$ cat src/rtl/fft_bar_collector.sv
// Frame sequencer: walks the FFT bins, runs the magnitude/log pipeline per bin
// and writes each result to the bar buffer. Optional macro: FFT_BAR_PEAK_HOLD_EN.
module fft_bar_collector #(
    parameter int N_BINS  = 64,
    parameter int ADDR_W  = 6,
    parameter int RAM_LAT = 1,
    parameter int TIMEOUT = 255,
    parameter int DECAY   = 1
) (
    input  logic              Clock,
    input  logic              Reset,
    input  logic              FrameStart,
    output logic [ADDR_W-1:0] FftAddr,
    output logic              OptStart,
    input  logic              OptEnd,
    input  logic [6:0]        Spectol,
    output logic              BarWe,
    output logic [ADDR_W-1:0] BarAddr,
    output logic [6:0]        BarData,
    output logic              Busy,
    output logic              FrameDone,
    output logic              Err
);
    // ADDR always lasts at least one cycle, so RAM_LAT=0 behaves like 1
    localparam int LAT_END = (RAM_LAT > 1) ? RAM_LAT : 1;
    localparam int LAT_W   = $clog2(LAT_END + 1);
    localparam int TO_W    = $clog2(TIMEOUT + 1);

    localparam logic [ADDR_W-1:0] LAST_BIN = ADDR_W'(N_BINS - 1);
    localparam logic [LAT_W-1:0]  LAT_LAST = LAT_W'(LAT_END);
    localparam logic [TO_W-1:0]   TO_LAST  = TO_W'(TIMEOUT - 1);

    typedef enum logic [2:0] {
        IDLE,
        ADDR,
        START,
        WAIT_END,
        WRITE,
        DONE
    } state_t;

    state_t            state;
    state_t            next;
    logic [ADDR_W-1:0] bin;
    logic [LAT_W-1:0]  lat_cnt;
    logic [TO_W-1:0]   to_cnt;
    logic [6:0]        result;

    always_ff @(posedge Clock or posedge Reset) begin
        if (Reset) begin
            state <= IDLE;
        end else begin
            state <= next;
        end
    end

    always_comb begin
        next = state;
        unique case (state)
            IDLE:     if (FrameStart) next = ADDR;
            ADDR:     if (lat_cnt == LAT_LAST) next = START;
            START:    next = WAIT_END;
            WAIT_END: if (OptEnd || to_cnt == TO_LAST) next = WRITE;
            WRITE:    next = (bin == LAST_BIN) ? DONE : ADDR;
            DONE:     next = IDLE;
            default:  next = IDLE;
        endcase
    end

    // The bin counter returns to 0 on the last write, so IDLE presents address 0
    always_ff @(posedge Clock or posedge Reset) begin
        if (Reset) begin
            bin     <= '0;
            lat_cnt <= '0;
            to_cnt  <= '0;
            result  <= '0;
            Err     <= 1'b0;
        end else begin
            unique case (state)
                IDLE: begin
                    if (FrameStart) begin
                        bin     <= '0;
                        lat_cnt <= LAT_W'(1);
                        Err     <= 1'b0;
                    end
                end
                ADDR: begin
                    lat_cnt <= lat_cnt + LAT_W'(1);
                end
                START: begin
                    to_cnt <= '0;
                end
                WAIT_END: begin
                    to_cnt <= to_cnt + TO_W'(1);
                    if (OptEnd) begin
                        result <= Spectol;
                    end else if (to_cnt == TO_LAST) begin
                        result <= '0;
                        Err    <= 1'b1;
                    end
                end
                WRITE: begin
                    lat_cnt <= LAT_W'(1);
                    if (bin == LAST_BIN) begin
                        bin <= '0;
                    end else begin
                        bin <= bin + ADDR_W'(1);
                    end
                end
                default: begin
                end
            endcase
        end
    end

    assign FftAddr   = bin;
    assign BarAddr   = bin;
    assign OptStart  = (state == START);
    assign BarWe     = (state == WRITE);
    assign FrameDone = (state == DONE);
    assign Busy      = (state != IDLE) && (state != DONE);

`ifdef FFT_BAR_PEAK_HOLD_EN
    localparam logic [6:0] DECAY7 = 7'(DECAY);

    logic [6:0] peak [N_BINS];
    logic [6:0] decayed;

    always_comb begin
        decayed = (peak[bin] > DECAY7) ? (peak[bin] - DECAY7) : 7'd0;
        BarData = (result > decayed) ? result : decayed;
    end

    always_ff @(posedge Clock or posedge Reset) begin
        if (Reset) begin
            for (int i = 0; i < N_BINS; i++) begin
                peak[i] <= '0;
            end
        end else if (state == WRITE) begin
            peak[bin] <= BarData;
        end
    end
`else
    assign BarData = result;
`endif

endmodule

$ cat config.mk
export PLATFORM = sky130hd
export DESIGN_NAME = fft_bar_collector
export DESIGN_NICKNAME = d
export VERILOG_FILES = /design/src/rtl/fft_bar_collector.sv
export SDC_FILE = /design/constraint.sdc
export NUM_CORES = 1
export LEC_CHECK = 0
export ABC_CLOCK_PERIOD_IN_PS = 4300
export CAP_MARGIN = 25
export CELL_PAD_IN_SITES_DETAIL_PLACEMENT = 0
export CELL_PAD_IN_SITES_GLOBAL_PLACEMENT = 1
export CORE_UTILIZATION = 39
export DETAILED_ROUTE_END_ITERATION = 12
export PLACE_DENSITY = 0.86
export SLEW_MARGIN = 20
export SYNTH_ARGS = -nofsm -noshare
export SYNTH_HDL_FRONTEND = slang
export SYNTH_SLANG_ARGS = --single-unit
$ cat constraint.sdc
create_clock -name Clock -period 4.3 [get_ports Clock]
set_clock_uncertainty 0.1 [all_clocks]
set_input_delay 0.86 -clock Clock [delete_from_list [all_inputs] [get_ports Clock]]
set_output_delay 0.86 -clock Clock [all_outputs]
set_load 0.02 [all_outputs]
==> impl.org <==
** GRT
- Combined global-route utilization of all metal layers :: 17.22%
- Global routing finished with a remaining overflow of 0.
- Initial antenna violation count :: 0
- Via count of the first global-routing pass :: 1034
- Global-route wire length before repair :: between 4 and 5 mm
- Largest net degree at the start of global routing :: 27

** Critical path
- CP Data Required Time :: 3.34 ns
- Kind of start point of the critical path :: flop
- In this run the critical register-to-register path is captured at BarAddr[3].
- Together, buffers and inverters on the worst path number 2.
- The startpoint identified for the worst register-to-register timing path is state[0].
- The slowest stage of the critical path belongs to the cell sky130_fd_sc_hd__clkdlybuf4s50_1.
- At the worst endpoint, the arrival time is 2.09 ns.
- CP Max Fanout :: 16
- The worst setup path is captured at a primary output.
- CP top delay family :: buffers and inverters
- The setup path with the least slack is of type reg2out.
- The largest single stage delay on the critical path is 0.60 ns.
- Reg2Reg Setup Slack :: 2.43 ns
- Crit-path cells :: or3b_4, clkinv_4, clkdlybuf4s50_1
- Depth of the most critical reg-to-reg path :: 4

** Timing
- Minimum clock period after layout :: just over 3 ns
- Max-slew violations :: 0
- Tcrit/Tclk final :: between 70% and 80%
- Final sum of negative setup slack :: 0 ns
- Final setup viols :: 0
- Worst-case headroom to the max-slew limit :: 58.17%
- Setup repair after global routing missed its margin :: no
- The tightest hold path in the finished design has a slack of 0.4288 ns.
- Worst-Margin Slew :: 0.6247 ns
- The number of hold violations in the final report is 0.
- Max Clk Rate :: ~330 MHz
- Minimum setup slack in the final design :: around 1.2 ns

** Logic synthesis
- Number of synthesized register bits :: 26
- The Yosys step of the flow raised 0 warnings.
- Library cell with the largest summed area after synthesis :: sky130_fd_sc_hd__dfrtp_1
- Predominant post-synthesis flop cell :: sky130_fd_sc_hd__dfrtp_1
- Area share of the largest cell type after synthesis :: 47.97%
- Counting flops with an async set or reset pin after synthesis yields a share of 100.0%.
- Net count after synthesis :: 153
- Number of distinct standard cells referenced by the synthesized netlist :: 37
- In the synthesized netlist, the number of instances is ~140.
- Post-synth design cell area :: 0.001356 mm²
- Top cells by area in the synthesized netlist :: sky130_fd_sc_hd__dfrtp_1 48%, sky130_fd_sc_hd__a22o_1 5.2%, sky130_fd_sc_hd__o21ai_0 5.2%
- Summing the sequential cell areas from Yosys gives between 40% and 50% of the chip area.
- Synthesized area per cell :: 9.758 µm²
- Number of flops mapped to enable cells by yosys :: 0

** Die
- Once the floorplan was initialized, standard cells occupied between 40% and 50% of the core.
- Die Span Y :: 60.97 µm
- The floorplan step defined a die boundary enclosing 0.003717 mm².
- Core area :: 0.003337 mm²
- IO Count :: 35
- Width of the die :: roughly 60 µm
- The floorplan has 21 rows.

** Placed design
- Detailed placement ended at an HPWL of 2.105 mm.
- Count of buffers inserted at the top-level ports :: 34
- Timing analysis after detailed placement gives a worst setup slack of 1.657 ns.
- Once placement finished, the instance area stood at 0.001682 mm².
- At the end of routability-driven placement, the weighted congestion stood at around 0.77.

** Routing
- Once detail routing completed, the nets flagged for antenna violations numbered 0.
- The routed layout has 1125 vias.
- After detailed routing, the number of remaining DRC violations is 0.
- DRC violation total after the first TritonRoute iteration :: 60
- Number of iterations in the first detailed-routing pass :: 5
- In the routed layout, each cell is associated on average with a via count of 5.282.
- Average wire length per cell after detail routing :: around 14 µm
- Routed WL :: around 2.9 mm

** Clock tree
- Worst-case clock buffer depth :: 2
- Hold Buf Count CTS :: 0
- Clk pin slew, worst setup/hold paths :: about 0.15 ns
- Counting the buffers created by CTS gives 3.
- Gates resized during post-CTS repair numbered 0.
- Number of post-CTS setup repair buffers :: 0
- CTS tree :: built
- Clock latency on the worst-skew pair, taken at its later pin, is 0.33 ns.
- CTS built an H-tree with a depth of 1.
- Root buffer cell :: sky130_fd_sc_hd__clkbuf_4
- The clock drives 26 sinks.

** Pwr
- In this run, flip-flops and latches consume 39.2% of the power.
- Internal power summed over all cells :: approximately 650 µW
- Switching Share :: 40.52%
- Combinational group share of total power :: between 40% and 50%
- In this run, the clock network consumes 15.5% of the power.
- Power density relative to cell area :: between 600 and 700 mW/mm²
- The analysis attributes to cell leakage a power of 0.0007505 µW.
- The completed layout was analyzed and its total power is 1087 µW.
- Net switching component of the power :: 440.7 µW
- Maximum vdd ir drop :: around 0.33 mV

** Worst hold path
- Number of cells traversed by the worst hold path :: 1
- The path with the worst hold slack has its endpoint at BarData[2].
- The path class of the tightest hold or removal check is reg2reg.
- Source of the worst hold timing path :: BarData[2]

** Cells and area
- Leaving out fill and tap cells, the most frequent cell in the layout is sky130_fd_sc_hd__clkdlybuf4s50_1.
- For this run, the post-layout net count is 182.
- Number of inserted diodes :: 0
- Proportion of layout cells with a drive suffix above 1 :: between 5 and 6%
- The multi-input combinational cells in the finished layout cover a total of between 600 and 700 µm².
- Count of fill cells added during filler insertion :: 321
- Summing all flip-flop and latch instances after layout gives 650.6 µm².
- Relative to the synthesized area, the layout overhead comes to 29.89%.
- The finished cells cover 0.001762 mm².
- Highest-count cells in the layout ignoring fill and taps :: 34 x sky130_fd_sc_hd__clkdlybuf4s50_1, 26 x sky130_fd_sc_hd__dfrtp_1, 16 x sky130_fd_sc_hd__nand2_1

** Flow run
- Max capacitance violation total :: 0

** Status
- The run finished with clean final reports.
## power by group through the flow
stage / combinational, µW / clock (µW) / sequential [µW]
detailed placement: 492 / 0 / 428
finish: 493 / 169 / 426
global route: 541 / 182 / 440
floorplan: 293 / 0 / 445
global placement: 486 / 0 / 423
CTS: 495 / 172 / 424
## final cells by class
cell class                      instances  area share [%]
Multi-Input combinational cell         95           34.16
Tap cell                               46           3.267
Timing Repair Buffer                   35           20.88
Clock inverter                          1           1.705
Clock buffer                            3           1.278
Inverter                                7           1.776
Sequential cell                        26           36.93
## routing by layer
layer / vias up / track usage, % / wire, µm
met3: 2 / 4.264 / 140
met1: 542 / 23.06 / 1380
met5: - / 0 / 0
li1: 552 / - / -
met2: 29 / 28.57 / 1389
met4: 0 / 3.247 / 10
## stage by stage
| stage | std cells | util, % |
|---|---|---|
| 4_1_cts | 212 | 51.97 |
| 3_5_place_dp | 208 | 50.39 |
| 6_report | 213 | 52.79 |
| 5_1_grt | 213 | 52.79 |
| 2_1_floorplan | 139 | - |
| 3_3_place_gp | 208 | 50.39 |
## worst reg2reg max path: cells and delay by family, from the launching register on
family	cells	cell delay (ns)
buf+inv	1	0.25
flops	1	0.68
compound gates	2	0.65
simple gates	1	0.09
## synthesized netlist by cell type, types with 4 or more instances
master                    number
sky130_fd_sc_hd__a21oi_1       4
sky130_fd_sc_hd__a22o_1        8
sky130_fd_sc_hd__buf_4         6
sky130_fd_sc_hd__dfrtp_1      26
sky130_fd_sc_hd__inv_1         6
sky130_fd_sc_hd__nand2_1      16
sky130_fd_sc_hd__nand3_1       6
sky130_fd_sc_hd__nand4_1       4
sky130_fd_sc_hd__nor2_1        7
sky130_fd_sc_hd__o21ai_0      14
## registers in the layout, summed over array words and instances, names as in the netlist
signal and flops:
to_cnt 8, lat_cnt 1, BarAddr 6, state 3
Err 1, BarData 7
## kinds of logic (layout without fill, tap and decap cells)
group,after synthesis,in the layout,share of synthesized area [%]
AO/OA/AOI/OAI,40,40,20.76
AND/OR/NAND/NOR,49,49,18.73
multiplexers,2,2,1.476
flip-flops,26,26,47.97
adder cells (fa/ha/maj),3,3,2.768
buffers and inverters,18,46,7.656
XOR/XNOR,1,1,0.6459
## worst max path at each step
stage,start,endpoint,slack (ns),cells after the start
floorplan,state[0],Busy,2.09,3
global placement,state[0],BarWe,1.67,3
detailed placement,state[0],BarWe,1.66,3
CTS,state[0],BarWe,1.26,3
global route,state[1],OptStart,1.17,3
finish,state[0],BarWe,1.25,3
Note: power is estimated with default switching activity, not from simulation.
